`config.mk`:
```
export PLATFORM = sky130hd
export DESIGN_NAME = b1_resp_decoder
export DESIGN_NICKNAME = d
export VERILOG_FILES = /design/src/rtl/b1_resp_decoder.sv
export SDC_FILE = /design/constraint.sdc
export NUM_CORES = 1
export LEC_CHECK = 0
export CORE_MARGIN = 4
export CORE_UTILIZATION = 35
export DETAILED_ROUTE_END_ITERATION = 10
export GPL_ROUTABILITY_DRIVEN = 0
export GPL_TIMING_DRIVEN = 0
export PLACE_DENSITY_LB_ADDON = 0.05
export SYNTH_ARGS = -nofsm -noshare
export SYNTH_HDL_FRONTEND = slang
export SYNTH_SLANG_ARGS = --single-unit
```
`constraint.sdc`:
```
create_clock -name clk -period 2.9 [get_ports clk]
set_input_delay 0.58 -clock clk [delete_from_list [all_inputs] [get_ports clk]]
set_output_delay 0.58 -clock clk [all_outputs]
set_load 0.005 [all_outputs]
```
`src/rtl/b1_resp_decoder.sv`:
```
// rtl/b1_resp_decoder.sv - b1 response decoder: FIFO of {d,e,f,g} words, emits every {a,b,c} preimage.
// Optional B1_RESP_DROP_ERR_EN: error responses are counted but produce no vector beat.
module b1_resp_decoder #(
    parameter int DEPTH = 4,
    parameter int CNT_W = 8
) (
    input  logic             clk,
    input  logic             rst,
    input  logic             resp_valid,
    output logic             resp_ready,
    input  logic [3:0]       resp_data,
    output logic             vec_valid,
    input  logic             vec_ready,
    output logic [2:0]       vec_data,
    output logic             vec_last,
    output logic             vec_ambig,
    output logic             vec_err,
    output logic [CNT_W-1:0] err_cnt,
    output logic [CNT_W-1:0] ambig_cnt
);
    localparam int AW = $clog2(DEPTH);

    typedef enum logic [1:0] {IDLE, FIRST, SECOND} state_t;
    state_t state, state_n;

    logic [3:0]  mem [DEPTH];
    logic [AW:0] wr_ptr, rd_ptr;
    logic        empty, full, push, load;

    // Extra pointer bit separates the full and empty cases when the indices match.
    assign empty      = (wr_ptr == rd_ptr);
    assign full       = (wr_ptr[AW] != rd_ptr[AW]) && (wr_ptr[AW-1:0] == rd_ptr[AW-1:0]);
    assign resp_ready = !full;
    assign push       = resp_valid && !full;

    logic [3:0] head;
    logic       hd_d, hd_e, hd_f, hd_g, hd_err, hd_ambig, hd_b;
    assign head     = mem[rd_ptr[AW-1:0]];
    assign {hd_d, hd_e, hd_f, hd_g} = head;
    assign hd_err   = (hd_g == hd_d) || (hd_e && hd_f);
    assign hd_ambig = hd_e && !hd_err;
    assign hd_b     = hd_f ^ hd_d;

    always_ff @(posedge clk) begin
        if (push) mem[wr_ptr[AW-1:0]] <= resp_data;
    end

    logic       valid_n, last_n, ambig_n, err_n;
    logic [2:0] data_n;

    always_comb begin
        state_n = state;
        valid_n = vec_valid;
        data_n  = vec_data;
        last_n  = vec_last;
        ambig_n = vec_ambig;
        err_n   = vec_err;
        load    = 1'b0;
        case (state)
            IDLE: load = !empty;
            FIRST: begin
                if (vec_ready) begin
                    if (vec_ambig) begin
                        state_n = SECOND;
                        data_n  = {2'b01, vec_data[0]};
                        last_n  = 1'b1;
                    end else if (!empty) begin
                        load = 1'b1;
                    end else begin
                        state_n = IDLE;
                        valid_n = 1'b0;
                    end
                end
            end
            SECOND: begin
                if (vec_ready) begin
                    if (!empty) begin
                        load = 1'b1;
                    end else begin
                        state_n = IDLE;
                        valid_n = 1'b0;
                    end
                end
            end
            default: begin
                state_n = IDLE;
                valid_n = 1'b0;
            end
        endcase
        if (load) begin
            state_n = FIRST;
            valid_n = 1'b1;
            last_n  = !hd_ambig;
            ambig_n = hd_ambig;
            err_n   = hd_err;
            if (hd_err)        data_n = {2'b00, hd_d};
            else if (hd_ambig) data_n = {2'b10, hd_d};
            else               data_n = {hd_b, hd_b, hd_d};
`ifdef B1_RESP_DROP_ERR_EN
            err_n = 1'b0;
            if (hd_err) begin
                state_n = IDLE;
                valid_n = 1'b0;
            end
`endif
        end
    end

    always_ff @(posedge clk or posedge rst) begin
        if (rst) begin
            state     <= IDLE;
            wr_ptr    <= '0;
            rd_ptr    <= '0;
            vec_valid <= 1'b0;
            vec_data  <= '0;
            vec_last  <= 1'b0;
            vec_ambig <= 1'b0;
            vec_err   <= 1'b0;
            err_cnt   <= '0;
            ambig_cnt <= '0;
        end else begin
            state     <= state_n;
            vec_valid <= valid_n;
            vec_data  <= data_n;
            vec_last  <= last_n;
            vec_ambig <= ambig_n;
            vec_err   <= err_n;
            if (push) wr_ptr <= wr_ptr + 1'b1;
            if (load) rd_ptr <= rd_ptr + 1'b1;
            // Counters stick at all-ones rather than wrapping.
            if (load && hd_err && (err_cnt != '1))
                err_cnt <= err_cnt + CNT_W'(1);
            if (load && hd_ambig && (ambig_cnt != '1))
                ambig_cnt <= ambig_cnt + CNT_W'(1);
        end
    end
endmodule

```
After elaboration in Yosys (flattened, before gate mapping)
Memories as Yosys holds them, arrays and structs flattened.
Index checks and enable logic that the tools add are counted.
{ "totals": {"register_bits": 31, "mem_bits_rw": 16, "inputBits": 8, "output_inout_bits": 24, "n_memories": 1} }
{ "classes": {"addsub": 4, "eq_ne": 12, "mux": 29, "bitwise_logic": 1, "reduce_logical": 20} }
{ "mem_list": {"columns": ["memory", "depth", "word_bits", "rd", "rd_ports_with_merged_regs", "wr", "line", "source"], "rows": [
  ["mem", 4, 4, 1, 0, 1, "26", "logic [3:0] mem [DEPTH];"]
]} }
{ "op_table": {"columns": ["op", "n"], "rows": [
  ["3-bit two-way mux", 6],
  ["8-bit by 1-bit adder with 8-bit output (second input constant)", 2],
  ["8-bit != test (second input constant)", 2],
  ["1-bit two-way mux", 15],
  ["2-bit two-way mux", 5],
  ["3-bit != test (second input constant)", 3],
  ["1-bit logical AND", 8],
  ["3-bit by 1-bit adder with 3-bit output (second input constant)", 2],
  ["1-bit case mux with 3 select lines", 2],
  ["2-bit case mux with 3 select lines", 1],
  ["3-bit AND reduction", 2],
  ["2-bit nonzero test", 3],
  ["1-bit zero test", 4],
  ["4-bit AND reduction", 1],
  ["3-bit equality test", 1],
  ["2-bit by 1-bit equality test with 1-bit output (second input constant)", 1],
  ["2-bit equality test", 1],
  ["2-bit equality test (second input constant)", 1],
  ["2-bit zero test", 1],
  ["2-bit != test (second input constant)", 1],
  ["1-bit equality test", 1],
  ["1-bit logical OR", 1],
  ["1-bit != test", 1],
  ["1-bit XOR", 1]
]} }

Longest topological paths before layout
An unclocked memory read counts as a cell.
{ "logic_depth": {"depth_word": 8, "depth_mapped": 8, "mapped_depth_nobuf": 7} }

Worst setup path before layout
OpenSTA, ideal clock, no wires.
{ "synth_timing": {"path_kind": "reg2reg", "startpoint": "reg rd_ptr[0]", "endpoint": "reg ambig_cnt[1]", "setup_ps": 128, "arrival_time_ps": 1902, "t_required_ps": 2772, "path_slack_ps": 870, "path_stages_with_launch": 7, "path_buffers": 1, "synth_period_minus_slack_ps": 2030, "cell_sequence": "dfrtp_1 > buf_6 > mux4_2 > xor2_2 > nand2_4 > nor3b_2 > mux2_1"} }
{ "synth_via": {"elab_chain_len": 7, "word_cells_on_any_way": 15, "cone_classes": "2 x eq/ne; 5 x mux; 7 x reduce/logical; 1 x memory"} }
{ "synth_lines": {"columns": ["item", "line", "source"], "rows": [
  ["start, declared", "27", "logic [AW:0] wr_ptr, rd_ptr;"],
  ["start signal, assigned", "129", "if (load) rd_ptr <= rd_ptr + 1'b1;"],
  ["3-bit equality test or memory 4 x 4 bit (tied branches)", null, null],
  ["1-bit two-way mux, or another cell as far along", "67, 77", null],
  ["1-bit two-way mux or 1-bit logical OR (tied branches)", "63, 40", null],
  ["1-bit two-way mux or 1-bit zero test (tied branches)", "62, 41", null],
  ["1-bit case mux with 3 select lines or 1-bit logical AND (tied branches)", "59, 41", null],
  ["1-bit logical AND * (2 in a row)", "133", "if (load && hd_ambig && (ambig_cnt != '1))"],
  ["end signal, assigned", "134", "ambig_cnt <= ambig_cnt + CNT_W'(1);"],
  ["end, declared", "19", "output logic [CNT_W-1:0] ambig_cnt"]
]} }
Every way passes the cells marked *; elsewhere a longest branch is shown, timed or not.
A chain may end at the register's enable or synchronous reset.

Worst setup path in the final report
{ "layout_timing": {"startpoint": "reg rd_ptr[1]", "endpoint": "out resp_ready"} }
{ "layout_via": {"elab_chain_len": 3} }
{ "layout_lines": {"columns": ["item", "line", "source"], "rows": [
  ["2-bit equality test", "32", "assign full = (wr_ptr[AW] != rd_ptr[AW]) && (wr_ptr[AW-1:0] == rd_ptr[AW-1:0]);"],
  ["1-bit logical AND", "32", null],
  ["1-bit zero test", "33", "assign resp_ready = !full;"],
  ["end, declared", "10", "output logic resp_ready,"]
]} }
Every way passes these cells.

==> flow_summary.yaml <==
die:
  start_util_pct: 36.41
  die_y_um: 89.74
  fp-row-count: 29
  die_w_um: 89.74
  fp.dieArea_um2: 8053
  ioPinCount: 32
  core_um2: 6422
critical_path:
  path_buf_inv: 1
  critPathTopFamily: "buffers and inverters"
  path_cells: "xnor2_1 > nand3_1 > clkdlybuf4s50_1"
  crit_start: "rd_ptr[1]"
  crit_fanout: 7
  cpPeakStageDelay_ns: 0.51
  start_kind: "register"
  endpoint_kind: "output port"
  r2r.worst_path.cells: 7
  reg2reg_slack_ns: 0.67
  r2r_start: "state[0]"
  cpMaxStageDelayCell: "clkdlybuf4s50_1"
  setup.worst_path.end: "resp_ready"
  required_ns: 2.32
  cp.arrival_ns: 1.81
  crit_type: "reg -> out"
  regToRegEndpoint: "vec_err"
  cp.depth: 3
synth:
  yosysWarnings: 0
  ys_ff_latch: 47
  yosys.area.top_type: "dfrtp_1"
  synth_top_area_share_pct: 33.17
  synth_edf_count: 16
  netlist_instances: 176
  avgSynthCellArea_um2: 13.29
  synth_area_um2: 2338
  synth_nets: 195
  ys_seq_area_share_pct: 53.72
  synthTopCellsByArea: "dfrtp_1 33%, edfxtp_1 21%, ha_1 5.9%"
  synthDistinctLibCells: 48
  synthArstFlopShare_pct: 65.96
  synth_ff_type: "dfrtp_1"
detailed_routing:
  drt-total-wl_um: 4701
  drtIter0Drc: 53
  vias: 1484
  ant_nets: 0
  routedWlPerCell_um: 16.10
  drt_pre_antenna_iters: 4
  route.detailed.drc: 0
  post_drt_via_cell_ratio: 5.082
grt:
  grtUsageTotal_pct: 12.15
  grt_overflow: 0
  grt_pass1_vias: 1619
  grt_max_degree: 32
  grt_pass1_wl_um: 7941
  antenna_found_initial: 0
clock_network:
  htree_levels: 2
  cts_resized: 0
  clockBufferDepth: 2
  cts_buffers: 5
  root_buffer: "clkbuf_8"
  cts_tree: "built"
  clock_latency_ns: 0.30
  cts.hold.buffers_added: 0
  post-cts-setup-buffer-count: 0
  path_clk_slew_ns: 0.09
  clkSinkCount: 47
place:
  port_buffers: 31
  dp.cells: 284
  dp_hpwl_um: 3441
  pre_cts_ws_ns: 0.4717
pwr:
  pwr-share-clk_pct: 14.3
  p_int_uw: 2008
  p_per_area_nw_per_um2: 1176
  p_leak_uw: 0.001181
  vdd_drop_max_mv: 0.4469
  switchingPower_uw: 1353
  seqPwrFrac_pct: 33.5
  p_comb_share_pct: 52.2
  power_uw: 3361
  power_switching_share_pct: 40.25
finish:
  nNetsFinal: 233
  fill_cells: 592
  fin_util_pct: 44.50
  finalNonFillerCells: 292
  area_growth_pct: 22.20
  insertedDiodeCount: 0
  final_layout_size_suffix_gt1_share_pct: 17.67
timing:
  finalSetupViolCount: 0
  min_period_ns: 2.391
  worst_pin_slew_ns: 0.6698
  tns_ns: 0
  finalWorstSetupSlack_ns: 0.5093
  finClkSkew_ns: 0.004771
  min_period_over_period_pct: 82.44
  grt_setup_unrepaired: "false"
  final_hold_viol_count: 0
  finalMaxSlewViolations: 0
  max_slew_margin_pct: 55.28
  fmax_mhz: 418.3
worst_hold_path:
  worstHoldPathType: "reg -> reg"
  hold_start: "err_cnt[5]"
  min_path_cells: 1
status:
  outcome: "finished, final reports clean"
flow_run:
  drv_cap: 0
-- cells in the final DEF, fill, tap and decap left out, types with 2 or more instances in the layout --
cell	n
nor3_2	3
xnor2_1	10
mux4_2	4
and3_1	8
nor3_1	2
nor4_2	2
edfxtp_1	16
o21ai_0	4
mux2_1	2
a21oi_1	2
a31oi_1	2
nand3_2	5
nand4_1	5
nor2_1	4
clkbuf_8	5
inv_1	9
and2_1	2
mux2_2	2
clkdlybuf4s50_1	31
dfrtp_1	31
xor2_1	11
ha_1	11
nand2_1	9
nand2b_1	2
nand3_1	4
-- metrics by stage --
step                      hold WS (ns)  cell area (um2)
after floorplan                 0.4604             2338
after global placement          0.4755             2745
after CTS                       0.4975             2858
after detailed placement        0.4848             2745
final                           0.4965             2858
after global routing            0.5148             2858
-- state kept, by name, indices dropped and copies added (netlist names) --
register,cells
mem,16
ambig_cnt,8
err_cnt,8
rd_ptr,3
vec_data,3
wr_ptr,3
state,2
vec_ambig,1
vec_err,1
vec_last,1
vec_valid,1
-- layer usage --
metal  vias to the layer above  share of wire [%]  GRT usage [%]
met5                         -                  0              0
met4                         0                1.8          4.470
met3                         9                3.2          2.671
met2                        26                 50          20.68
met1                       741                 45          15.16
li1                        708                  -              -
-- Yosys cell counts, drive strengths merged (6+ instances only) --
master / n
and3: 8
dfrtp: 31
edfxtp: 16
ha: 11
inv: 10
nand2: 11
nand3: 9
nand4: 6
xnor2: 11
xor2: 12
-- how the worst min path moves through the flow --
stage | slack (ns) | endpoint
floorplan | 0.46 | wr_ptr[2]
global placement | 0.48 | wr_ptr[2]
detailed placement | 0.48 | err_cnt[5]
CTS | 0.50 | err_cnt[5]
global route | 0.51 | wr_ptr[2]
finish | 0.50 | err_cnt[5]
-- layout make-up --
cell class / count / area (um2) / area share [%]
repair buffers: 31 / 310.3 / 10.86
inverters: 10 / 37.54 / 1.313
flip-flops and latches: 47 / 1256 / 43.96
well taps: 77 / 96.34 / 3.371
plain buffers: 3 / 31.28 / 1.095
multi-input cells: 116 / 1013 / 35.46
clock inverters: 3 / 43.79 / 1.532
clock buffers: 5 / 68.82 / 2.408
-- power groups by stage --
stage	combinational, uW	clock (uW)	sequential [uW]
floorplan	1230	0	1100
finish	1750	481	1130
detailed placement	1770	0	1140
CTS	1780	500	1130
global placement	1720	0	1120
global route	1930	524	1160
-- cells by family after synthesis --
logic type      Yosys count  synth area share, %
flops                    47                53.72
fa+ha+maj                11                5.885
simple gates             55                16.43
compound gates           18                5.351
mux                       9                6.420
buf+inv                  13                2.942
xor+xnor                 23                9.256
Note: power is estimated with default switching activity, not from simulation.
